===== src/rtl/version_info_streamer.sv =====
// Round-robin arbiter that streams a 13-byte framed, XOR-checksummed build-version
// record to the granted requester over an AXI-Stream style master port.
module version_info_streamer #(
  parameter int unsigned N_REQ      = 2,
  parameter logic [7:0]  SYNC_BYTE  = 8'hA5,
  parameter logic [7:0]  VER_MAJOR  = 8'd0,
  parameter logic [7:0]  VER_MINOR  = 8'd0,
  parameter logic [7:0]  VER_PATCH  = 8'd0,
  parameter logic [7:0]  VER_BUILD  = 8'd0,
  parameter logic [15:0] VER_YEAR   = 16'h0000,
  parameter logic [7:0]  VER_MONTH  = 8'h00,
  parameter logic [7:0]  VER_DAY    = 8'h00,
  parameter logic [7:0]  VER_HOUR   = 8'h00,
  parameter logic [7:0]  VER_MINUTE = 8'h00,
  parameter logic [7:0]  VER_SECOND = 8'h00,
  localparam int unsigned TID_W     = (N_REQ > 1) ? $clog2(N_REQ) : 1
) (
  input  logic             clk,
  input  logic             rst_n,
  input  logic [N_REQ-1:0] req,
  output logic [N_REQ-1:0] gnt,
  output logic [N_REQ-1:0] done,
  output logic             busy,
  output logic [7:0]       m_tdata,
  output logic             m_tvalid,
  input  logic             m_tready,
  output logic             m_tlast,
  output logic [TID_W-1:0] m_tid
);

  typedef enum logic [1:0] {
    S_IDLE = 2'd0,
    S_SEND = 2'd1,
    S_GAP  = 2'd2
  } state_t;

  state_t           state_q;
  logic [3:0]       idx_q;
  logic [TID_W-1:0] ptr_q;
  logic [TID_W-1:0] tid_q;
  logic [N_REQ-1:0] gnt_q;
  logic [N_REQ-1:0] done_q;
  logic             busy_q;
  logic             tvalid_q;
  logic             tlast_q;
  logic [7:0]       tdata_q;
  logic [7:0]       csum_q;

  logic             win_found_s;
  logic [TID_W-1:0] win_idx_s;
  logic [TID_W-1:0] cand_s;

  // Payload byte for a frame position; the checksum slot is supplied by csum_q.
  function automatic logic [7:0] frame_byte(input logic [3:0] idx);
    logic [7:0] b;
    case (idx)
      4'd0:    b = SYNC_BYTE;
      4'd1:    b = VER_MAJOR;
      4'd2:    b = VER_MINOR;
      4'd3:    b = VER_PATCH;
      4'd4:    b = VER_BUILD;
      4'd5:    b = VER_YEAR[15:8];
      4'd6:    b = VER_YEAR[7:0];
      4'd7:    b = VER_MONTH;
      4'd8:    b = VER_DAY;
      4'd9:    b = VER_HOUR;
      4'd10:   b = VER_MINUTE;
      4'd11:   b = VER_SECOND;
      default: b = 8'h00;
    endcase
    return b;
  endfunction

  function automatic logic [7:0] csum_step(input logic [7:0] acc, input logic [7:0] b);
    return acc ^ b;
  endfunction

  // Round-robin search starting at the pointer, wrapping around the requester set.
  always_comb begin
    win_found_s = 1'b0;
    win_idx_s   = '0;
    cand_s      = '0;
    for (int i = 0; i < int'(N_REQ); i++) begin
      cand_s = TID_W'((int'(ptr_q) + i) % int'(N_REQ));
      if (!win_found_s && req[cand_s]) begin
        win_found_s = 1'b1;
        win_idx_s   = cand_s;
      end else begin
        win_found_s = win_found_s;
        win_idx_s   = win_idx_s;
      end
    end
  end

  // Frame sequencer: grant, byte serialisation with running checksum, one-cycle gap.
  always_ff @(posedge clk or negedge rst_n) begin
    if (!rst_n) begin
      state_q  <= S_IDLE;
      idx_q    <= 4'd0;
      ptr_q    <= '0;
      tid_q    <= '0;
      gnt_q    <= '0;
      done_q   <= '0;
      busy_q   <= 1'b0;
      tvalid_q <= 1'b0;
      tlast_q  <= 1'b0;
      tdata_q  <= 8'h00;
      csum_q   <= 8'h00;
    end else begin
      case (state_q)
        S_IDLE: begin
          done_q <= '0;
          if (win_found_s) begin
            state_q  <= S_SEND;
            gnt_q    <= N_REQ'(1'b1) << win_idx_s;
            tid_q    <= win_idx_s;
            busy_q   <= 1'b1;
            tvalid_q <= 1'b1;
            tlast_q  <= 1'b0;
            tdata_q  <= frame_byte(4'd0);
            idx_q    <= 4'd0;
            csum_q   <= 8'h00;
          end
        end
        S_SEND: begin
          if (tvalid_q && m_tready) begin
            if (idx_q == 4'd12) begin
              state_q  <= S_GAP;
              tvalid_q <= 1'b0;
              tlast_q  <= 1'b0;
              tdata_q  <= 8'h00;
              gnt_q    <= '0;
              done_q   <= gnt_q;
              ptr_q    <= (tid_q == TID_W'(N_REQ - 1)) ? '0 : tid_q + 1'b1;
            end else begin
              idx_q <= idx_q + 4'd1;
              if (idx_q != 4'd0) begin
                csum_q <= csum_step(csum_q, tdata_q);
              end
              // Byte 11 is leaving now, so fold it in on the fly to present the checksum.
              if (idx_q == 4'd11) begin
                tdata_q <= csum_step(csum_q, tdata_q);
                tlast_q <= 1'b1;
              end else begin
                tdata_q <= frame_byte(idx_q + 4'd1);
                tlast_q <= 1'b0;
              end
            end
          end
        end
        S_GAP: begin
          state_q <= S_IDLE;
          busy_q  <= 1'b0;
          done_q  <= '0;
        end
        default: begin
          state_q  <= S_IDLE;
          busy_q   <= 1'b0;
          tvalid_q <= 1'b0;
          tlast_q  <= 1'b0;
          gnt_q    <= '0;
          done_q   <= '0;
        end
      endcase
    end
  end

  assign gnt      = gnt_q;
  assign done     = done_q;
  assign busy     = busy_q;
  assign m_tdata  = tdata_q;
  assign m_tvalid = tvalid_q;
  assign m_tlast  = tlast_q;
  assign m_tid    = tid_q;

endmodule


===== config.mk =====
export PLATFORM = sky130hd
export DESIGN_NAME = version_info_streamer
export DESIGN_NICKNAME = d
export VERILOG_FILES = /design/src/rtl/version_info_streamer.sv
export SDC_FILE = /design/constraint.sdc
export NUM_CORES = 1
export LEC_CHECK = 0
export CAP_MARGIN = 20
export CORE_MARGIN = 4
export CORE_UTILIZATION = 45
export CTS_CLUSTER_SIZE = 8
export DETAILED_ROUTE_END_ITERATION = 8
export PLACE_DENSITY_LB_ADDON = 0.3
export SYNTH_ARGS = -nofsm -noshare
export SYNTH_HDL_FRONTEND = slang
export SYNTH_SLANG_ARGS = --single-unit

===== constraint.sdc =====
create_clock -name clk -period 2.2 [get_ports clk]
set_clock_uncertainty 0.2 [all_clocks]
set_input_delay 0.22 -clock clk [delete_from_list [all_inputs] [get_ports clk]]
set_output_delay 0.22 -clock clk [all_outputs]
set_load 0.005 [all_outputs]

# == Word-level counts from Yosys, hierarchy flattened ==
# Memory sizes are Yosys's and may differ from the RTL's.
# Cells that the tools add are included.
# totals
ff_bits,31
latchBits,0
ramBits,0
rom_bits,64
in_bits,5
output_inout_bits,16
elab_cells,90
mem_count,1
# classes
addsub,3
mul,0
n_div,0
magnitude_cmp,2
n_eq_ne,9
n_shift,1
mux,44
bitwise_logic,3
n_reduce_logical,16
# mem_list
memory,words,word_bits,read_ports,rd_ports_with_merged_regs,wr,line_no,rtl
(name not given),16,4,1,0,0,56,case (idx)
# ops
operator,count
2-to-1 mux 8 bit,8
one-hot mux 8 bit (2 select lines),2
2-to-1 mux 2 bit,9
2-to-1 mux 1 bit,16
2-to-1 mux 4 bit,3
AND reduction 3 bit,4
"!= test 2 bit, second input constant",5
"equality test 4 bit, second input constant",2
one-hot mux 4 bit (2 select lines),1
AND reduction 4 bit,2
XOR 8 bit,1
one-hot mux 1 bit (3 select lines),2
one-hot mux 2 bit (3 select lines),1
AND reduction 2 bit,3
AND reduction 5 bit,1
"adder 4 x 1 -> 4 bit, second input constant",1
"< comparator 1 x 2 -> 1 bit, second input constant",2
one-hot mux 2 bit (2 select lines),1
nonzero test 4 bit,1
"adder 1 bit, second input constant",2
"equality test 2 x 1 -> 1 bit, second input constant",1
"equality test 2 bit, second input constant",1
logical AND 1 bit,2
zero test 2 bit,1
other kinds (5),6

# == Depth between registers and ports, before layout ==
# Gate-level depths: netlist of the first run.
# logic_depth
word_depth,9
depth_mapped,7
ltp_nobuf,6

# == Worst setup path before layout of the first run ==
# OpenSTA, ideal clock, no wires.
# synth_path
path_type,register -> register
from,register idx_q[0]
to,register done_q[0] (netlist: done[0])
setup_time_ns,0.121
arrival_time_ns,1.284
required_time_ns,1.879
setup_slack_ns,0.595
path_stages_with_launch,7
path_buffers,0
synth_period_minus_slack_ns,1.605
path_cell_list,dfrtp_1 inv_1 ha_1 and3_1 and2_1 mux2i_1 nor2_1
# synth_via
elab_chain_cells,3
# synth_rtl
item,line_no,rtl
start: declaration,38,logic [3:0] idx_q;
start signal: assignment,136,idx_q <= idx_q + 4'd1;
equality test 4 bit,127,if (idx_q == 4'd12) begin
!= test 2 bit (no line),--,
AND reduction 2 bit (no line),--,
end signal: assignment,133,done_q <= gnt_q;
end: declaration,42,logic [N_REQ-1:0] done_q;
# Every way passes these cells.
# A chain may end at the register's enable or synchronous reset.

# == Worst setup path after layout of the first run ==
# Same ends and word-level chain as after synthesis.

==> impl_metrics.tcl, run 1 <==
set metrics [dict create \
    status "complete, no violations" \
    cp_slowest_cell "dfrtp_1" \
    synth_async_sr_flop_share_pct 100 \
    path_delay_family "simple AND/OR/NAND/NOR gates" \
    worstPathRequired_ns 2.22 \
    final_common_cell "dfrtp_1" \
    grt_max_degree 32 \
    critPathMaxFanout 5 \
    die_h_um 68.1 \
    antennaDiodeCount 0 \
    critical_path.cell_chain "inv_1 > ha_1 > and3_1 > and2_1 > mux2i_1 > nor2_1" \
    chipWidth_um 68.1 \
    overflow 0 \
    grt_pass1_vias 1342 \
    nFillCells 333 \
    cts-buffers-inserted 5 \
    drt-total-wl_um 3740 \
    num_vias 1356 \
    r2r_cells 6 \
    ys_warn_count 0 \
    cap_violations 0 \
    cp_num_cells 6 \
    max_freq_mhz 543 \
    drive_gt1_share_pct 11.2 \
    fin_area_sq_mm 0.00191 \
    syn_to_final_growth_pct 17.7 \
    place.gp.congestion 0.778 \
    track_usage_pct 18.3 \
    cts_tree "done" \
    synth_seq_area_share_pct 47.8 \
    clock_sinks 31 \
    cp_num_buf_inv 1 \
    clk_latency_ns 0.33 \
    firstDrtPassIters 4 \
    cts_hold_buffers 0 \
    fin_crit_ns 1.84 \
    setup_violations 0 \
    drc_errors 0 \
    endpoint_kind "flop" \
    path_class "flop to flop" \
    rsz0062_at_grt "no" \
    synth_area_sq_mm 0.00162 \
    cp-start-kind "flop" \
    nNetsFinal 194 \
    post_drt_wl_per_cell_um 16.0 \
    io_buffers 20 \
    slew_violations 0 \
    cp.arrival_ns 1.86 \
    grt_pass1_wl_um 6260 \
    worst_pin_slew_ns 0.427 \
    utilization_pct 55.9 \
    core_sq_mm 0.00342 \
    r2r-end "done[0]" \
    post_cts_buffers 0 \
    htree_levels 2 \
    syn_nets 168 \
    powerDensity_mw_per_mm2 1220 \
    mostFrequentLayoutCells "31 x dfrtp_1, 20 x clkdlybuf4s50_1, 15 x nand2_1, 15 x o21ai_0, 13 x nor2_1" \
    syn_inst 160 \
    min_path_type "input pin to asynchronous set/reset pin" \
    synth-seq-cells 31 \
    slew_headroom_pct 71.5 \
    reg2reg_from "idx_q[0]" \
    yosysUniqueCellTypes 40 \
    antenna_found_initial 0 \
    drt_iter0_markers 71 \
    ant_nets 0 \
    initial_core_util_pct 47.5 \
    cts-resized-gates 0 \
    dieArea_sq_mm 0.00463 \
    core.rowCount 21 \
    synth_edf_count 0 \
    synth_top_flop_cell "dfrtp_1" \
    top_level_ports 21 \
    tns_ns 0 \
    clockBufferDepth 2 \
    clockRootBuffer "clkbuf_4" \
    vias_per_cell 5.82 \
    synth.avg_cell_area_sq_um 10.1 \
    irDropWorstVdd_mv 0.669 \
    dp_hpwl_um 2670 \
    r2r_setup_slack_ns 0.36 \
    min_period_over_period_pct 83.7 \
    hold_viol 0 \
    p_leak_nw 0.819 \
    critPathMaxStageDelay_ns 0.40 \
    clkTransAtPathRegs_ns 0.10 \
    place_area_sq_mm 0.00186 \
]
## per-stage QoR
step	power [mW]	instances	setup slack, ns	hold slack, ns
5_1_grt	2.51	233	0.176	0.0955
4_1_cts	2.35	233	0.367	0.0752
3_5_place_dp	2.03	225	0.218	0.272
6_report	2.34	233	0.359	0.0719
2_1_floorplan	1.65	160	0.595	-0.276
3_3_place_gp	1.96	225	0.297	0.247
## registers in the layout, indices dropped and copies added, names as in the netlist, 2 cells and up
register / flops
csum_q: 8
m_tdata: 8
idx_q: 4
done: 2
gnt: 2
state_q: 2
## report_power, final
part | internal [mW] | switching, mW
Sequential | 0.752 | 0.227
Combinational | 0.527 | 0.512
Clock | 0.124 | 0.193
Total | 1.40 | 0.932
## synth_stat cells (all sizes together) (2+ instances only)
cell | n | area share, %
a21oi | 10 | 3.1
a22o | 3 | 1.6
a311oi | 4 | 2.2
and2 | 2 | 0.77
buf | 5 | 3.1
dfrtp | 31 | 48
ha | 3 | 2.3
inv | 4 | 0.92
mux2i | 8 | 4.9
nand2 | 16 | 3.9
nand2b | 3 | 1.2
nand3 | 8 | 2.5
nand3b | 6 | 3.0
nor2 | 14 | 3.4
nor3 | 4 | 1.2
o211ai | 2 | 1.2
o21a | 2 | 0.92
o21ai | 17 | 5.9
or3 | 4 | 1.5
## kinds of logic (layout without fill, tap and decap cells)
kind of cell / count (synthesis) / count (layout) / share of synthesized area (%)
simple gates: 62 / 62 / 20.9
compound gates: 46 / 46 / 19.4
flops: 31 / 31 / 47.8
mux: 9 / 9 / 5.63
buf+inv: 9 / 36 / 4.01
fa+ha+maj: 3 / 3 / 2.31
## cell type report
class,count,area [sq um],share of cell area (%)
timing repair buffer,24,230,12.0
clock buffer,7,45.0,2.36
tap,46,57.6,3.01
multi-input combinational,120,782,40.9
clock inverter,1,5.00,0.262
inverter,4,15.0,0.786
sequential,31,776,40.6
## layer usage
metal / wire [um] / global-route usage, % / vias up
li1: - / - / 637
met1: 1640 / 22.5 / 674
met2: 1860 / 30.1 / 39
met3: 195 / 6.24 / 6
met4: 49 / 6.20 / 0
met5: 0 / 0 / -
## worst max-delay path by stage
stage	from	to	slack (ns)
after floorplan	idx_q[0]	done[0]	0.59
after global placement	m_tready	m_tdata[0]	0.30
after detailed placement	m_tready	m_tdata[6]	0.22
after CTS	idx_q[0]	done[0]	0.37
after global routing	idx_q[1]	m_tdata[6]	0.18
final	idx_q[0]	done[0]	0.36
(Power assumes the default switching activity.)
==> run 2: changes to the inputs <==
==> constraint.sdc (replaced) <==
create_clock -name clk -period 1.65 [get_ports clk]
set_clock_uncertainty 0.2 [all_clocks]
set_input_delay 0.165 -clock clk [delete_from_list [all_inputs] [get_ports clk]]
set_output_delay 0.165 -clock clk [all_outputs]
set_load 0.005 [all_outputs]
==> run 2 against run 1 <==
The flow now finishes with violations (negative setup slack). Wire length rose by 19%. Clock power rose by 81%. Critical path depth fell by 1. Fmax rose by 9.7%. Flip-flop and latch count did not move. Via count rose by 12%. Sequential share of layout area fell by 8.4 points. Combinational power rose by 120%. Register-to-register slack got worse by 0.39 ns. Setup slack got worse by 0.39 ns. Global-route usage rose by 0.83 points.
==> impl_metrics.tcl, run 2 (synthesis gave the netlist of run 1 again) <==
set metrics [dict create \
    status "finished, violations left" \
    violations "negative setup slack" \
    htree_levels 2 \
    hold_viol 0 \
    endpoint_kind "flop" \
    dieArea_sq_mm 0.00463 \
    multi_input_area_sq_um 992 \
    firstDrtPassIters 4 \
    cp-start-kind "flop" \
    slew_violations 0 \
    nFillCells 240 \
    core_sq_mm 0.00342 \
    grt_pass1_wl_um 6560 \
    vias_per_cell 5.73 \
    register_area_sq_um 783 \
    clockRootBuffer "clkbuf_4" \
    holdWs_ns 0.0111 \
    grt_pass1_vias 1385 \
    cts_hold_buffers 0 \
    drive_gt1_share_pct 42.7 \
    powerDensity_mw_per_mm2 1710 \
    cap_violations 0 \
    worstPathRequired_ns 1.66 \
    clk_latency_ns 0.33 \
    min_path_type "input pin to asynchronous set/reset pin" \
    core.rowCount 21 \
    post_drt_wl_per_cell_um 16.8 \
    num_vias 1524 \
    drt_iter0_markers 92 \
    drt-total-wl_um 4460 \
    critPathMaxStageDelay_ns 0.43 \
    clockBufferDepth 2 \
    dp_hpwl_um 2540 \
    fin_crit_ns 1.68 \
    overflow 0 \
    critPathMaxFanout 5 \
    clkTransAtPathRegs_ns 0.10 \
    syn_to_final_growth_pct 49.7 \
    cts_tree "done" \
    drc_errors 0 \
    rsz0062_at_grt "yes" \
    worst_pin_slew_ns 0.387 \
    clock_sinks 31 \
    max_freq_mhz 596 \
    irDropWorstVdd_mv 0.940 \
    slew_headroom_pct 74.2 \
    critical_path.cell_chain "buf_4 > nand4b_4 > or3_1 > a21oi_2 > a311oi_2" \
    place.gp.congestion 0.862 \
    chipWidth_um 68.1 \
    initial_core_util_pct 47.5 \
    mostFrequentLayoutCells "32 x buf_4, 25 x dfrtp_1, 15 x clkdlybuf4s50_1, 12 x nand2_1, 10 x nor2_1" \
    layout_setup_ws_ns -0.0280 \
    place_ws_ns -0.231 \
    antenna_found_initial 0 \
    top_level_ports 21 \
    die_h_um 68.1 \
    cp.arrival_ns 1.69 \
    nNetsFinal 228 \
    ant_nets 0 \
    track_usage_pct 19.2 \
    path_class "flop to flop" \
    min_period_over_period_pct 102 \
    path_delay_family "simple AND/OR/NAND/NOR gates" \
    grt_max_degree 32 \
    cp_num_buf_inv 1 \
    setup_violations 4 \
    io_buffers 20 \
    cp_slowest_cell "or3_1" \
    finalPower_mw 4.14 \
    cts-buffers-inserted 5 \
    final_common_cell "buf_4" \
    p_leak_nw 1.10 \
    antennaDiodeCount 0 \
]
==> run 2: cell count changes in the layout (fill, tap and decap cells not counted), moves of 5 or more <==
cell	previous run	this run
clkdlybuf4s50_1	20	15
dfrtp_2	0	6
o21ai_1	1	7
a21oi_2	0	5
a21oi_1	10	5
dfrtp_1	31	25
o21ai_0	15	9
buf_4	4	32
==> run 2: through the flow <==
step	instance area [sq um]	setup TNS, ns	util [%]	instances
2_1_floorplan	1620	0	-	160
3_3_place_gp	1990	-2.78	58.4	241
3_5_place_dp	1990	-3.56	58.4	241
4_1_cts	2200	-0.00615	64.3	254
5_1_grt	2430	-0.602	71.1	266
6_report	2430	-0.0691	71.1	266
==> run 2: worst reg2reg max path, cell delays in order (launching register included) <==
cell and delay, ns:
dfrtp_2 0.41, buf_4 0.14, nand4b_4 0.16, or3_1 0.43, a21oi_2 0.16, a311oi_2 0.06
==> run 2: metal layers <==
| layer | track usage (%) | share of wire (%) | up-vias |
|---|---|---|---|
| li1 | - | - | 705 |
| met1 | 23.6 | 41 | 759 |
| met2 | 31.2 | 51 | 48 |
| met3 | 5.91 | 5.0 | 12 |
| met4 | 7.69 | 2.4 | 0 |
| met5 | 0 | 0 | - |
==> run 2: power breakdown <==
group | internal (mW) | switching, mW | total [mW] | leakage (nW)
clock | 0.312 | 0.263 | 0.575 | 0.0383
combinational | 1.21 | 1.05 | 2.26 | 0.678
sequential | 1.01 | 0.294 | 1.31 | 0.384
total | 2.54 | 1.60 | 4.14 | 1.10
==> run 2: worst paths after layout <==
check | endpoint | depth (start not counted) | slack [ns] | from
setup reg to reg | m_tdata[0] | 5 | -0.03 | m_tvalid
setup / recovery | m_tdata[0] | 5 | -0.03 | m_tvalid
max in group asynchronous | state_q[0] | 2 | 0.92 | rst_n
hold / removal | m_tdata[7] | 2 | 0.01 | rst_n
min in group clk | ptr_q | 1 | 0.26 | m_tid
hold reg to reg | ptr_q | 1 | 0.26 | m_tid
==> run 2: area by class of cell <==
cell class | count | share of cell area, %
clock buffer | 6 | 1.70
clock inverter | 1 | 1.24
inverter | 4 | 0.618
multi-input combinational | 121 | 40.8
sequential | 31 | 32.2
tap | 46 | 2.37
timing repair buffer | 57 | 21.0
==> run 2: repair_timing <==
| item | 4_1_cts | 5_1_grt |
|---|---|---|
| gates resized for setup | 21 | 42 |
| pin swaps | 3 | 12 |
| setup buffers | 7 | 10 |
| setup endpoints to repair | 10 | 31 |
| cloned | 0 | 2 |
==> run 3: changes to the inputs <==
--- a/config.mk
+++ b/config.mk
@@ -5,7 +5,7 @@
 export SDC_FILE = /design/constraint.sdc
 export NUM_CORES = 1
 export LEC_CHECK = 0
-export CAP_MARGIN = 20
+export CAP_MARGIN = 15
 export CORE_MARGIN = 4
 export CORE_UTILIZATION = 45
 export CTS_CLUSTER_SIZE = 8
==> constraint.sdc (replaced) <==
create_clock -name clk -period 2.06 [get_ports clk]
set_clock_uncertainty 0.2 [all_clocks]
set_input_delay 0.206 -clock clk [delete_from_list [all_inputs] [get_ports clk]]
set_output_delay 0.206 -clock clk [all_outputs]
set_load 0.005 [all_outputs]
==> run 3 against run 2 <==
The run now ends clean. Setup slack better by 0.23 ns. Utilization is 15 points lower. Fmax is 9.6% lower. Sequential share of layout area is 8.4 points higher. Critical path type unchanged. Register-to-register slack better by 0.23 ns. Largest power group unchanged. Cell count is 13% lower. Count of clock-buffer cells in the layout stayed put. Via count is 14% lower. Flip-flop and latch count stayed put. Non-clock buffer count is 32 lower.
==> impl_metrics.tcl, run 3 (synthesis gave the netlist of run 1 again) <==
set metrics [dict create \
    status "complete, no violations" \
    die_h_um 68.1 \
    vias_per_cell 5.64 \
    cp_slowest_cell "dfrtp_1" \
    slew_violations 0 \
    drive_gt1_share_pct 11.3 \
    grt_max_degree 32 \
    ant_nets 0 \
    final_common_cell "dfrtp_1" \
    syn_to_final_growth_pct 17.7 \
    hold_viol 0 \
    place_area_sq_mm 0.00187 \
    fin_area_sq_mm 0.00191 \
    grt_pass1_vias 1360 \
    rsz0062_at_grt "no" \
    max_freq_mhz 539 \
    critical_path.cell_chain "inv_1 > ha_1 > and3_1 > and2_1 > mux2i_1 > nor2_1" \
    grt_pass1_wl_um 6330 \
    setup_violations 0 \
    irDropWorstVdd_mv 0.575 \
    dieArea_sq_mm 0.00463 \
    critPathMaxFanout 5 \
    core_sq_mm 0.00342 \
    drt-total-wl_um 3640 \
    top_level_ports 21 \
    post_drt_wl_per_cell_um 15.7 \
    clock_power_share_pct 12.9 \
    finalPower_mw 2.46 \
    p_seq_share_pct 42.4 \
    clockRootBuffer "clkbuf_4" \
    drc_errors 0 \
    nFillCells 312 \
    cap_violations 0 \
    multi_input_area_sq_um 782 \
    place_ws_ns 0.138 \
    antennaDiodeCount 0 \
    endpoint_kind "flop" \
    holdWs_ns 0.0585 \
    layout_setup_ws_ns 0.203 \
    worstPathRequired_ns 2.08 \
    dp_hpwl_um 2500 \
    clkTransAtPathRegs_ns 0.10 \
    cts_hold_buffers 0 \
    post_cts_buffers 0 \
    critPathMaxStageDelay_ns 0.41 \
    io_buffers 20 \
    fin_crit_ns 1.86 \
    dp.cells 226 \
    tns_ns 0 \
    register_area_sq_um 776 \
    chipWidth_um 68.1 \
    initial_core_util_pct 47.5 \
    cts_tree "done" \
    firstDrtPassIters 4 \
    place.gp.congestion 0.824 \
    utilization_pct 55.9 \
    num_vias 1308 \
    stdcell_count 232 \
    p_sw_share_pct 39.5 \
    slew_headroom_pct 73.9 \
    path_class "flop to flop" \
    track_usage_pct 18.4 \
    p_leak_nw 0.819 \
    core.rowCount 21 \
    drt_iter0_markers 42 \
    powerDensity_mw_per_mm2 1290 \
    mostFrequentLayoutCells "31 x dfrtp_1, 20 x clkdlybuf4s50_1, 15 x nand2_1, 15 x o21ai_0, 13 x nor2_1" \
    cts-resized-gates 0 \
    htree_levels 2 \
    clock_sinks 31 \
    overflow 0 \
    clockBufferDepth 2 \
    min_period_over_period_pct 90.1 \
    cts-buffers-inserted 5 \
    p_int_mw 1.49 \
    nNetsFinal 195 \
    cp-start-kind "flop" \
    power_frac_comb_pct 44.7 \
    p_sw_uw 971 \
    cp.arrival_ns 1.88 \
    clk_latency_ns 0.34 \
    min_path_type "input pin to asynchronous set/reset pin" \
    antenna_found_initial 0 \
    worst_pin_slew_ns 0.392 \
]
run 3: final timing paths:
kind / from / endpoint / slack (ns) / depth (start not counted)
max: idx_q[0] / done[1] / 0.20 / 6
min: rst_n / idx_q[2] / 0.06 / 2
max reg2reg: idx_q[0] / done[1] / 0.20 / 6
min reg2reg: m_tid / ptr_q / 0.27 / 1
max in group asynchronous: rst_n / m_tid / 1.30 / 2
min in group clk: m_tid / ptr_q / 0.27 / 1
run 3: routing by layer:
| layer | wire (um) | track usage, % |
|---|---|---|
| met4 | 46 | 8.19 |
| met1 | 1690 | 23.5 |
| met5 | 0 | 0 |
| met3 | 125 | 3.78 |
| met2 | 1780 | 30.0 |
run 3: area by class of cell:
class	count	share of cell area (%)
tap	46	3.01
clock buffer	6	2.16
inverter	4	0.786
multi-input combinational	120	41.0
sequential	31	40.6
timing repair buffer	25	12.5
run 3: worst max-delay path: cells and delay by family, from the launching register on:
| kind | cells | cell delay (ns) |
|---|---|---|
| simple gates | 3 | 0.56 |
| flops | 1 | 0.41 |
| fa+ha+maj | 1 | 0.26 |
| mux | 1 | 0.22 |
| buf+inv | 1 | 0.09 |
run 3: power groups by stage:
stage	sequential, mW	clock [mW]	combinational (mW)
floorplan	0.976	0	0.785
global placement	1.03	0	1.07
detailed placement	1.05	0	1.11
CTS	1.04	0.326	1.11
global route	1.08	0.354	1.23
finish	1.04	0.316	1.10
